<file path="config.mk">
export PLATFORM = sky130hd
export DESIGN_NAME = digit_entry_controller
export DESIGN_NICKNAME = d
export VERILOG_FILES = /design/src/rtl/display_pkg.sv /design/src/rtl/digit_scan_counter.sv /design/src/rtl/digit_entry_controller.sv
export SDC_FILE = /design/constraint.sdc
export NUM_CORES = 1
export LEC_CHECK = 0
export CORE_MARGIN = 4
export CORE_UTILIZATION = 40
export CTS_CLUSTER_DIAMETER = 80
export DETAILED_ROUTE_END_ITERATION = 10
export DONT_BUFFER_PORTS = 1
export REMOVE_ABC_BUFFERS = 1
export SKIP_LAST_GASP = 1
export SLEW_MARGIN = 20
export SYNTH_ARGS = -nofsm -noshare
export SYNTH_HDL_FRONTEND = slang
export SYNTH_HIERARCHICAL = 1
export SYNTH_SLANG_ARGS = --single-unit
</file>
<file path="constraint.sdc">
create_clock -name clock -period 4.75 [get_ports clock]
set_input_delay 0.2375 -clock clock [delete_from_list [all_inputs] [get_ports clock]]
set_output_delay 0.2375 -clock clock [all_outputs]
set_load 0.05 [all_outputs]
</file>
<file path="src/rtl/display_pkg.sv">
// rtl/display_pkg.sv - shared state encoding and constants for the digit display slice
package display_pkg;

  typedef enum logic [1:0] {
    IDLE  = 2'b00,
    LOAD  = 2'b01,
    CLEAR = 2'b10
  } state_e;

  localparam int         NUM_DIGITS = 4;
  localparam logic [3:0] ANODE_IDLE = 4'b1111;

  function automatic logic [3:0] onehot4(input logic [1:0] idx);
    onehot4 = 4'b0001 << idx;
  endfunction

endpackage

</file>
<file path="src/rtl/digit_scan_counter.sv">
// rtl/digit_scan_counter.sv - prescaled digit scan index and active-low anode select
module digit_scan_counter
  import display_pkg::*;
#(
  parameter int SCAN_DIV = 50000
) (
  input  logic       clock,
  input  logic       reset,
  output logic [1:0] scan_idx_o,
  output logic [3:0] anode_n_o
);

  localparam int            PW   = $clog2(SCAN_DIV);
  localparam logic [PW-1:0] LAST = PW'(SCAN_DIV - 1);

  logic [PW-1:0] prescale_q, prescale_d;
  logic [1:0]    idx_q, idx_d;
  logic [3:0]    anode_n_q;

  always_comb begin
    prescale_d = prescale_q + PW'(1);
    idx_d      = idx_q;
    if (prescale_q == LAST) begin
      prescale_d = '0;
      idx_d      = idx_q + 2'd1;
    end
  end

  // Anode is registered from the next index so it moves on the same edge as the index.
  always_ff @(posedge clock or negedge reset) begin
    if (!reset) begin
      prescale_q <= '0;
      idx_q      <= 2'd0;
      anode_n_q  <= ANODE_IDLE ^ onehot4(2'd0);
    end else begin
      prescale_q <= prescale_d;
      idx_q      <= idx_d;
      anode_n_q  <= ANODE_IDLE ^ onehot4(idx_d);
    end
  end

  assign scan_idx_o = idx_q;
  assign anode_n_o  = anode_n_q;

endmodule

</file>
<file path="src/rtl/digit_entry_controller.sv">
// rtl/digit_entry_controller.sv - keyed digit load / clear sequencer with display scan mux
module digit_entry_controller
  import display_pkg::*;
#(
  parameter int SCAN_DIV = 50000
) (
  input  logic       clock,
  input  logic       reset,
  input  logic       key_valid,
  input  logic [3:0] key_value,
  input  logic       clear_req,
  input  logic [3:0] digit0,
  input  logic [3:0] digit1,
  input  logic [3:0] digit2,
  input  logic [3:0] digit3,
  output logic [3:0] reg_enable,
  output logic [3:0] reg_next,
  output logic [2:0] count,
  output logic       full,
  output logic       busy,
  output logic [3:0] anode_n,
  output logic [3:0] scan_digit
);

  localparam logic [2:0] FULL_COUNT = 3'(NUM_DIGITS);

  state_e     state_q, state_d;
  logic [1:0] clr_idx_q, clr_idx_d;
  logic [2:0] count_q, count_d;
  logic       full_q, full_d;
  logic       busy_q, busy_d;
  logic [3:0] en_q, en_d;
  logic [3:0] next_q, next_d;
  logic [1:0] scan_idx;

  always_comb begin
    state_d   = state_q;
    clr_idx_d = clr_idx_q;
    count_d   = count_q;
    full_d    = full_q;
    busy_d    = busy_q;
    en_d      = 4'b0000;
    next_d    = next_q;
    case (state_q)
      IDLE: begin
        // clear_req takes priority; a coincident key is simply dropped.
        if (clear_req) begin
          state_d   = CLEAR;
          clr_idx_d = 2'd0;
          en_d      = onehot4(2'd0);
          next_d    = 4'h0;
          busy_d    = 1'b1;
        end else if (key_valid && (count_q < FULL_COUNT)) begin
          state_d = LOAD;
          en_d    = onehot4(count_q[1:0]);
          next_d  = key_value;
          busy_d  = 1'b1;
        end
      end
      LOAD: begin
        state_d = IDLE;
        count_d = count_q + 3'd1;
        full_d  = ((count_q + 3'd1) == FULL_COUNT);
        busy_d  = 1'b0;
      end
      CLEAR: begin
        if (clr_idx_q == 2'd3) begin
          state_d = IDLE;
          count_d = 3'd0;
          full_d  = 1'b0;
          busy_d  = 1'b0;
        end else begin
          clr_idx_d = clr_idx_q + 2'd1;
          en_d      = onehot4(clr_idx_q + 2'd1);
        end
      end
      default: begin
        state_d = IDLE;
        busy_d  = 1'b0;
      end
    endcase
  end

  always_ff @(posedge clock or negedge reset) begin
    if (!reset) begin
      state_q   <= IDLE;
      clr_idx_q <= 2'd0;
      count_q   <= 3'd0;
      full_q    <= 1'b0;
      busy_q    <= 1'b0;
      en_q      <= 4'b0000;
      next_q    <= 4'h0;
    end else begin
      state_q   <= state_d;
      clr_idx_q <= clr_idx_d;
      count_q   <= count_d;
      full_q    <= full_d;
      busy_q    <= busy_d;
      en_q      <= en_d;
      next_q    <= next_d;
    end
  end

  digit_scan_counter #(.SCAN_DIV(SCAN_DIV)) u_scan (
    .clock      (clock),
    .reset      (reset),
    .scan_idx_o (scan_idx),
    .anode_n_o  (anode_n)
  );

  always_comb begin
    scan_digit = digit0;
    case (scan_idx)
      2'd0:    scan_digit = digit0;
      2'd1:    scan_digit = digit1;
      2'd2:    scan_digit = digit2;
      default: scan_digit = digit3;
    endcase
  end

  assign reg_enable = en_q;
  assign reg_next   = next_q;
  assign count      = count_q;
  assign full       = full_q;
  assign busy       = busy_q;

endmodule

</file>
==> results of run 1 <==
## state kept, by name (all words and copies together) (netlist names)
signal             cells
u_scan/anode_n_o       4
count                  3
reg_enable             4
u_scan/scan_idx_o      2
u_scan/prescale_q     16
clr_idx_q              2
state_q                2
full                   1
busy                   1
reg_next               4
## metrics by stage
stage | std cells | instance area [µm²]
2_1_floorplan | 165 | 1940
3_3_place_gp | 232 | 2030
3_5_place_dp | 232 | 2030
4_1_cts | 242 | 2160
5_1_grt | 242 | 2160
6_report | 242 | 2160
## layer usage
metal | global-route usage | vias up | part of all wire
li1 | - | 608 | -
met5 | 0 | - | 0
met4 | 0.0752 | 0 | 0.024
met1 | 0.164 | 638 | 0.39
met3 | 0.0401 | 10 | 0.045
met2 | 0.234 | 24 | 0.54
## worst reg2reg max path: cells and delay by family (launching register included)
kind          cells  cell delay, ns
simple gates      3            1.05
xor+xnor          1            0.16
fa+ha+maj         1            0.24
flops             1            0.40
## power by group through the flow
| stage | Clock [mW] | Combinational, mW | Sequential, mW |
|---|---|---|---|
| 6_report | 0.248 | 0.163 | 0.581 |
| 5_1_grt | 0.273 | 0.195 | 0.591 |
| 4_1_cts | 0.259 | 0.166 | 0.583 |
| 3_5_place_dp | 0 | 0.156 | 0.589 |
| 3_3_place_gp | 0 | 0.147 | 0.586 |
| 2_1_floorplan | 0 | 0.130 | 0.568 |
## synth_stat cells, types with 4 or more instances
library cell	n
nand3_1	10
dfrtp_1	36
inv_1	8
mux4_2	4
xor2_1	9
xnor2_1	7
a22o_1	8
ha_1	11
nor2_1	13
a21oi_1	4
nand2_1	9
## final cells by class
type | instances | area [µm²]
Fill cell | 454 | 2590
Inverter | 8 | 30.0
Tap cell | 67 | 83.8
Multi-Input combinational cell | 118 | 933
Sequential cell | 39 | 980
Clock buffer | 7 | 96.3
Timing Repair Buffer | 2 | 30.0
Clock inverter | 1 | 7.51
## worst paths after layout
check	slack, ns	cells past startpoint	to	startpoint
max in group asynchronous	4.11	2	u_scan/anode_n_o[3]$_DFF_PN1_	reset
setup reg to reg	2.78	5	u_scan/scan_idx_o[1]$_DFF_PN0_	u_scan/prescale_q[0]$_DFF_PN0_
min in group asynchronous	0.40	2	u_scan/prescale_q[4]$_DFF_PN0_	reset
setup / recovery	2.78	5	u_scan/scan_idx_o[1]$_DFF_PN0_	u_scan/prescale_q[0]$_DFF_PN0_
hold / removal	0.08	1	reg_next[2]$_DFFE_PN0P_	key_value[2]
hold reg to reg	0.50	1	u_scan/prescale_q[0]$_DFF_PN0_	u_scan/prescale_q[0]$_DFF_PN0_
## timing repair
action	4_1_cts	5_1_grt
hold buffers	2	0
setup endpoints to repair	0	0
hold endpoints to repair	39	0
resized for setup	0	0
## placed cells by master, fill, tap and decap left out, types with 2 or more instances in the layout
master     synthesis  routed
dfrtp_1           36      36
nor2_1            13      13
ha_1              11      11
nand3_1           10      10
nand2_1            9       9
xor2_1             9       9
inv_1              8       8
a22o_1             8       8
xnor2_1            7       7
clkbuf_8           0       7
mux4_2             4       4
a21oi_1            4       4
nand2b_1           3       3
nor3_1             3       3
nand4_1            3       3
and3_1             3       3
dfstp_2            3       3
nor2b_1            2       2
a211oi_1           2       2
and2b_1            2       2
o21ai_0            2       2
nand4bb_1          2       2
## logic make-up after synthesis
| kind of cell | after synthesis | synth area share |
|---|---|---|
| fa+ha+maj | 11 | 0.0694 |
| compound gates | 25 | 0.0946 |
| mux | 4 | 0.0454 |
| buf+inv | 13 | 0.0359 |
| xor+xnor | 17 | 0.0788 |
| flops | 39 | 0.494 |
| simple gates | 61 | 0.182 |
==> out/qor.yml, run 1 <==
outcome:
  outcome: "completed"
placement:
  portBuffers: 0
  hpwl_um: 2810
  gp_congestion: 0.794
  post-place-ws_ns: 2.78
power:
  irDropWorstVdd_mv: 0.228
  fin_total_pwr_uw: 992
  power.density_mw_per_mm2: 459
  clkPwrFrac: 0.250
  p_int_uw: 594
  pwr-share-seq: 0.585
  combPwrFrac: 0.165
  swShare: 0.402
  switchingPower_uw: 399
  leakage_nw: 0.945
clocking:
  htreeDepth: 2
  cts-root-buf: "clkbuf_8"
  clkSlewWorstSetupHoldPaths_ns: 0.08
  cts_setup_buffers: 0
  clock_latency_ns: 0.29
  cts_tree: "done"
  cts_made_buffers: 5
  clockBufferDepth: 2
  clkSinkCount: 39
routing:
  viasPerCell: 5.29
  drt.antenna.violating_nets: 0
  dr.pass1.iters: 4
  first_iter_violations: 77
  drc: 0
  wl_per_cell_um: 16.1
  vias: 1280
  totalWireLength_um: 3890
timing:
  worst_slack_ns: 2.78
  final_hold_viol_count: 0
  setup_tns_ns: 0
  rsz0062_at_grt: "false"
  fin_crit_ns: 1.97
  max_clock_freq_ghz: 0.509
  worst_slew_pin_slew_ns: 0.795
  skew_ns: 0.00452
  slew_violations: 0
  period_share: 0.414
  slew-limit-headroom: 0.466
  setup_viol: 0
  timing.hold.ws_ns: 0.0847
logic_synthesis:
  netlist_instances: 170
  yosys.area.top_type: "dfrtp_1"
  synth_edf_count: 0
  syn-cell-area_mm2: 0.00198
  ys.flop_type: "dfrtp_1"
  yosys.area.top_type_share: 0.454
  synthArstFlopShare: 1.00
  yosysUniqueCellTypes: 45
  ys_top_cells_by_area: "dfrtp_1, ha_1, mux4_2, dfstp_2, xor2_1"
  ys_ff_latch: 39
  ys_seq_area_frac: 0.494
  ys_warn_count: 6
  avgSynthCellArea_um2: 11.7
job:
  drv_cap: 0
floorplan:
  die_area_mm2: 0.00615
  initial_utilization: 0.417
  pin_count: 45
  core_area_mm2: 0.00475
  rows: 25
  die_h_um: 78.4
  die_w_um: 78.4
setup_path:
  crit_slowest_cell: "nor4_4"
  startpoint_type: "register"
  critPathTopFamily: "simple AND/OR/NAND/NOR gates"
  crit_type: "reg -> reg"
  worst-path-buf-inv: 0
  crit_path_end_kind: "register"
  path_max_fanout: 15
  worstPathCellList: "ha_1 -> nand4_1 -> nor4_4 -> nand2_1 -> xnor2_1"
  cp.required_ns: 4.92
  arrival_ns: 2.14
  slowest_delay_ns: 0.71
min_path:
  hold_path_class: "in -> reg"
cells_and_area:
  final_layout_size_suffix_gt1_frac: 0.131
  n_antenna_cell: 0
  syn_to_final_growth_pct: 8.89
  final_net_count: 209
  fin_util: 0.454
grt:
  grt_max_degree: 40
  grt_use_total: 0.141
  grt_pass1_vias: 1426
  grt-ovfl-total: 0
  grt_pass1_wl_um: 6650
  antenna_found_initial: 0
No activity file was read; power rests on OpenSTA's default activity.
==> inputs of run 2 (changes only) <==
- clock period: 4.75 -> 1.66 ns (I/O delays scaled with it)
==> out/qor.yml, run 2 (synthesis gave the netlist of run 1 again) <==
floorplan:
  core_area_mm2: 0.00475  # unchanged
  initial_utilization: 0.417  # unchanged
  die_w_um: 78.4  # unchanged
  die_area_mm2: 0.00615  # unchanged
  pin_count: 45  # unchanged
  die_h_um: 78.4  # unchanged
  rows: 25  # unchanged
placement:
  post_dp_cell_area_mm2: 0.00209  # +3.3%
  dp_cells: 241  # +3.9%
  gp_congestion: 0.825  # +3.9%
  portBuffers: 0  # unchanged
  hpwl_um: 2840  # +0.90%
timing:
  worst_slew_pin_slew_ns: 0.519  # -0.276 ns
  slew-limit-headroom: 0.654  # +0.188
  setup_viol: 0  # unchanged
  rsz0062_at_grt: "false"
  fin_crit_ns: 1.57  # -0.398 ns
  final_hold_viol_count: 0  # unchanged
  period_share: 0.945  # +0.531
  max_clock_freq_ghz: 0.638  # +25%
  skew_ns: 0.00863  # +0.00411 ns
  slew_violations: 0  # unchanged
power:
  leakage_nw: 1.04  # +9.8%
  power.density_mw_per_mm2: 1340  # +190%
  irDropWorstVdd_mv: 0.772  # +240%
min_path:
  hp-start: "clear_req"
  hold_path_class: "in -> reg"
cells_and_area:
  syn_to_final_growth_pct: 17.3
  n_antenna_cell: 0  # unchanged
  final_net_count: 225  # +7.7%
  most-common-layout-cells: "dfrtp_1, nor2_1, ha_1"
  final_layout_size_suffix_gt1_frac: 0.183  # +0.0518
  layout_commonest_cell: "dfrtp_1"
  fin_util: 0.490  # +0.0353
  design_area_mm2: 0.00233  # +7.8%
  largest_register_ff_count: 16  # unchanged
  fillers: 445  # -2.0%
  top_register: "u_scan/prescale_q"
  layout.cells.non_filler: 258  # +6.6%
setup_path:
  r2r_start: "u_scan/prescale_q[11]$_DFF_PN0_"
  startpoint_type: "register"
  startpoint: "u_scan/prescale_q[11]$_DFF_PN0_"
  crit_type: "reg -> reg"
  path_max_fanout: 10  # -5
  crit_path_end_kind: "register"
  arrival_ns: 1.77  # -0.37 ns
  cp.required_ns: 1.86  # -3.06 ns
grt:
  grt_use_met1: 0.163  # -0.000992
  grt_max_degree: 40  # unchanged
  grt_use_total: 0.133  # -0.00747
  grt_pass1_wl_um: 6640  # -0.11%
  grt-ovfl-total: 0  # unchanged
  gr-usage-met3: 0.0333  # -0.00688
  grt_pass1_vias: 1428  # +0.14%
  use_met2: 0.235  # +0.00171
  antenna_found_initial: 0  # unchanged
  gr-max-usage-layer: "met2"
clocking:
  cts_made_buffers: 5  # unchanged
  clkSlewWorstSetupHoldPaths_ns: 0.08  # about the same
  htreeDepth: 2  # unchanged
  clkSinkCount: 39  # unchanged
  clock_latency_ns: 0.28  # about the same
  clockBufferDepth: 2  # unchanged
  cts-root-buf: "clkbuf_8"
  cts_tree: "done"
outcome:
  outcome: "completed"
routing:
  wl_per_cell_um: 15.0  # -6.8%
  drc: 0  # unchanged
  first_iter_violations: 35  # -55%
  drt.antenna.violating_nets: 0  # unchanged
  viasPerCell: 5.20  # -1.7%
  dr.pass1.iters: 4  # unchanged
  totalWireLength_um: 3870  # -0.59%
  vias: 1341  # +4.8%
job:
  drv_cap: 0  # unchanged
## run 2: cell type report
cell class,instances,area (µm²),share of cell area
multi-input cells,118,935,0.401
clock inverters,2,60.1,0.0258
clock buffers,6,72.6,0.0312
flip-flops and latches,39,981,0.421
inverters,8,30.0,0.0129
well taps,67,83.8,0.0360
repair buffers,18,166,0.0715
## run 2: worst paths after layout
kind                                                   to  cells after the start  slack [ns]
max                         u_scan/anode_n_o[3]$_DFF_PN1_                      5        0.09
min                                state_q[1]$_DFFE_PN0P_                      2        0.05
max reg2reg                 u_scan/anode_n_o[3]$_DFF_PN1_                      5        0.09
min reg2reg                u_scan/prescale_q[0]$_DFF_PN0_                      1        0.49
max in group asynchronous   u_scan/anode_n_o[3]$_DFF_PN1_                      2        1.16
min in group asynchronous         reg_next[0]$_DFFE_PN0P_                      2        0.26
## run 2: per-layer routing
layer | part of all wire | vias up
met5 | 0 | -
met4 | 0.0080 | 0
met3 | 0.037 | 5
met2 | 0.52 | 23
met1 | 0.43 | 672
li1 | - | 641
## run 2: worst max-delay path, stage by stage (launching register included)
cell and delay (ns):
dfrtp_1 0.41, or3_4 0.39, nor4_4 0.25, buf_6 0.18, xor2_2 0.18, nand2_1 0.08
## run 2: report_power, final
part / total [mW] / leakage (nW) / internal (mW) / switching [mW]
clock network: 0.921 / 0.0654 / 0.601 / 0.320
logic: 0.629 / 0.470 / 0.279 / 0.349
registers: 1.56 / 0.502 / 1.09 / 0.467
total: 3.11 / 1.04 / 1.97 / 1.14
## run 2: timing repair
action,CTS,global route
resized for setup,1,2
endpoints found under the setup margin,4,8
hold buffers,7,0
hold endpoints to repair,44,0
buffers inserted,0,2
pin swaps,0,1
## run 2: through the flow
step / power, mW / TNS [ns] / setup WS, ns / hold WS (ns)
finish: 3.11 / 0 / 0.0919 / 0.0530
detailed placement: 2.18 / 0 / 0.0869 / -0.211
floorplan: 2.00 / -0.0610 / -0.0372 / -0.213
CTS: 3.14 / 0 / 0.0500 / 0.0436
global placement: 2.15 / 0 / 0.138 / -0.211
global route: 3.28 / 0 / 0.00336 / 0.0581
==> inputs of run 3 (changes only) <==
- CTS_BUF_LIST: default -> sky130_fd_sc_hd__clkbuf_4 sky130_fd_sc_hd__clkbuf_8
==> out/qor.yml, run 3 (synthesis gave the netlist of run 1 again) <==
outcome:
  outcome: "completed"
setup_path:
  crit_slowest_cell: "dfrtp_1"
  cp.required_ns: 1.86  # about the same
  worstPathCellList: "or3_4 -> nor4_4 -> buf_6 -> xor2_2 -> nand2_1"
  crit_path_end_kind: "register"
  arrival_ns: 1.77  # about the same
  crit_type: "reg -> reg"
  path_max_fanout: 10  # unchanged
  slowest_delay_ns: 0.41  # about the same
  startpoint_type: "register"
timing:
  rsz0062_at_grt: "false"
  timing.hold.ws_ns: 0.0532  # +0.000179 ns
  period_share: 0.944  # about the same
  final_hold_viol_count: 0  # unchanged
  fin_crit_ns: 1.57  # -0.000625 ns
  slew-limit-headroom: 0.654  # -0.000661
  slew_violations: 0  # unchanged
  skew_ns: 0.0105  # +0.00185 ns
  worst_slew_pin_slew_ns: 0.520  # +0.000991 ns
  setup_viol: 0  # unchanged
  max_clock_freq_ghz: 0.638  # about the same
  setup_tns_ns: 0  # unchanged
clocking:
  cts_made_buffers: 5  # unchanged
  cts_tree: "done"
  cts-root-buf: "clkbuf_8"
  clockBufferDepth: 2  # unchanged
  clkSinkCount: 39  # unchanged
  clkSlewWorstSetupHoldPaths_ns: 0.08  # about the same
  htreeDepth: 2  # unchanged
  clock_latency_ns: 0.29  # about the same
job:
  drv_cap: 0  # unchanged
power:
  switchingPower_mw: 1.14  # +0.36%
  combPwrFrac: 0.201  # about the same
  swShare: 0.365  # -0.00108
  pwr-share-seq: 0.498  # -0.003
  fin_total_pwr_mw: 3.13  # +0.66%
  irDropWorstVdd_mv: 0.772  # about the same
  p_int_mw: 1.99  # +0.83%
  clkPwrFrac: 0.301  # +0.005
  leakage_nw: 1.04  # +0.33%
  power.density_mw_per_mm2: 1340  # +0.50%
cells_and_area:
  syn_to_final_growth_pct: 17.5
  final_net_count: 225  # unchanged
  largest_register_ff_count: 16  # unchanged
  final_layout_size_suffix_gt1_frac: 0.188  # +0.00524
  top_register: "u_scan/prescale_q"
  most-common-layout-cells: "dfrtp_1, nor2_1, ha_1"
  layout_commonest_cell: "dfrtp_1"
  n_antenna_cell: 0  # unchanged
  layout.cells.non_filler: 258  # unchanged
  design_area_mm2: 0.00233  # +0.16%
placement:
  portBuffers: 0  # unchanged
  post_dp_cell_area_mm2: 0.00209  # unchanged
  hpwl_um: 2840  # unchanged
  gp_congestion: 0.825  # unchanged
  dp_cells: 241  # unchanged
min_path:
  hold_path_class: "in -> reg"
routing:
  drt.antenna.violating_nets: 0  # unchanged
  vias: 1344  # +0.22%
  viasPerCell: 5.21  # +0.22%
  wl_per_cell_um: 15.1  # +0.96%
  dr.pass1.iters: 4  # unchanged
  first_iter_violations: 50  # +43%
  drc: 0  # unchanged
  totalWireLength_um: 3900  # +0.96%
grt:
  grt_use_total: 0.134  # +0.000703
  grt_pass1_wl_um: 6680  # +0.53%
  use_met2: 0.238  # +0.00257
  grt_use_met1: 0.163  # about the same
  grt-ovfl-total: 0  # unchanged
  grt_max_degree: 40  # unchanged
  grt_pass1_vias: 1438  # +0.70%
  gr-max-usage-layer: "met2"
  antenna_found_initial: 0  # unchanged
  gr-usage-met3: 0.0333  # unchanged
floorplan:
  die_w_um: 78.4  # unchanged
  die_area_mm2: 0.00615  # unchanged
  core_area_mm2: 0.00475  # unchanged
  die_h_um: 78.4  # unchanged
  pin_count: 45  # unchanged
  initial_utilization: 0.417  # unchanged
  rows: 25  # unchanged
## run 3: cell counts in the layout (fill, tap and decap cells not counted)
No cell type changed its count.
## run 3: area by class of cell
type,instances,area (µm²)
Fill cell,447,2420
Sequential cell,39,981
Multi-Input combinational cell,118,935
Timing Repair Buffer,18,166
Tap cell,67,83.8
Clock buffer,6,76.3
Clock inverter,2,60.1
Inverter,8,30.0
## run 3: power groups by stage
stage               registers (mW)  logic [mW]  clock network (mW)
global route                  1.58       0.712                1.01
detailed placement            1.58       0.600                   0
floorplan                     1.62       0.371                   0
global placement              1.58       0.578                   0
CTS                           1.56       0.639               0.961
finish                        1.56       0.630               0.941
## run 3: path summary, 6_finish.rpt
| check | startpoint | to | slack (ns) | cells past startpoint |
|---|---|---|---|---|
| worst max register to register | u_scan/prescale_q[11]$_DFF_PN0_ | u_scan/anode_n_o[3]$_DFF_PN1_ | 0.09 | 5 |
| worst min register to register | u_scan/prescale_q[0]$_DFF_PN0_ | u_scan/prescale_q[0]$_DFF_PN0_ | 0.49 | 1 |
| min in group asynchronous | reset | count[0]$_DFFE_PN0P_ | 0.25 | 2 |
| worst min-delay path | clear_req | state_q[1]$_DFFE_PN0P_ | 0.05 | 2 |
| max in group asynchronous | reset | u_scan/anode_n_o[3]$_DFF_PN1_ | 1.15 | 2 |
| worst max-delay path | u_scan/prescale_q[11]$_DFF_PN0_ | u_scan/anode_n_o[3]$_DFF_PN1_ | 0.09 | 5 |
## run 3: metal layers
| layer | vias up | part of all wire |
|---|---|---|
| met1 | 676 | 0.43 |
| met3 | 5 | 0.035 |
| met2 | 23 | 0.52 |
| met4 | 0 | 0.0079 |
| li1 | 640 | - |
| met5 | - | 0 |
## run 3: per-stage QoR
stage / setup slack, ns / utilization
after floorplan: -0.0372 / -
after global placement: 0.138 / 0.441
after detailed placement: 0.0869 / 0.441
after CTS: 0.0500 / 0.486
after global routing: 0.00336 / 0.491
final: 0.0925 / 0.491
## run 3: timing repair
item / 4_1_cts / 5_1_grt
pin swaps: 0 / 1
endpoints found under the hold margin: 44 / 0
buffers inserted: 0 / 2
setup endpoints to repair: 4 / 8
hold buffers: 7 / 0
gates resized for setup: 1 / 2
## run 3: worst max-delay path, delay by kind of cell, from the launching register on
family	cells	cell delay, ns
buffers and inverters	1	0.18
and+or+nand+nor	3	0.72
xor gates and xnor gates	1	0.18
DFF	1	0.41
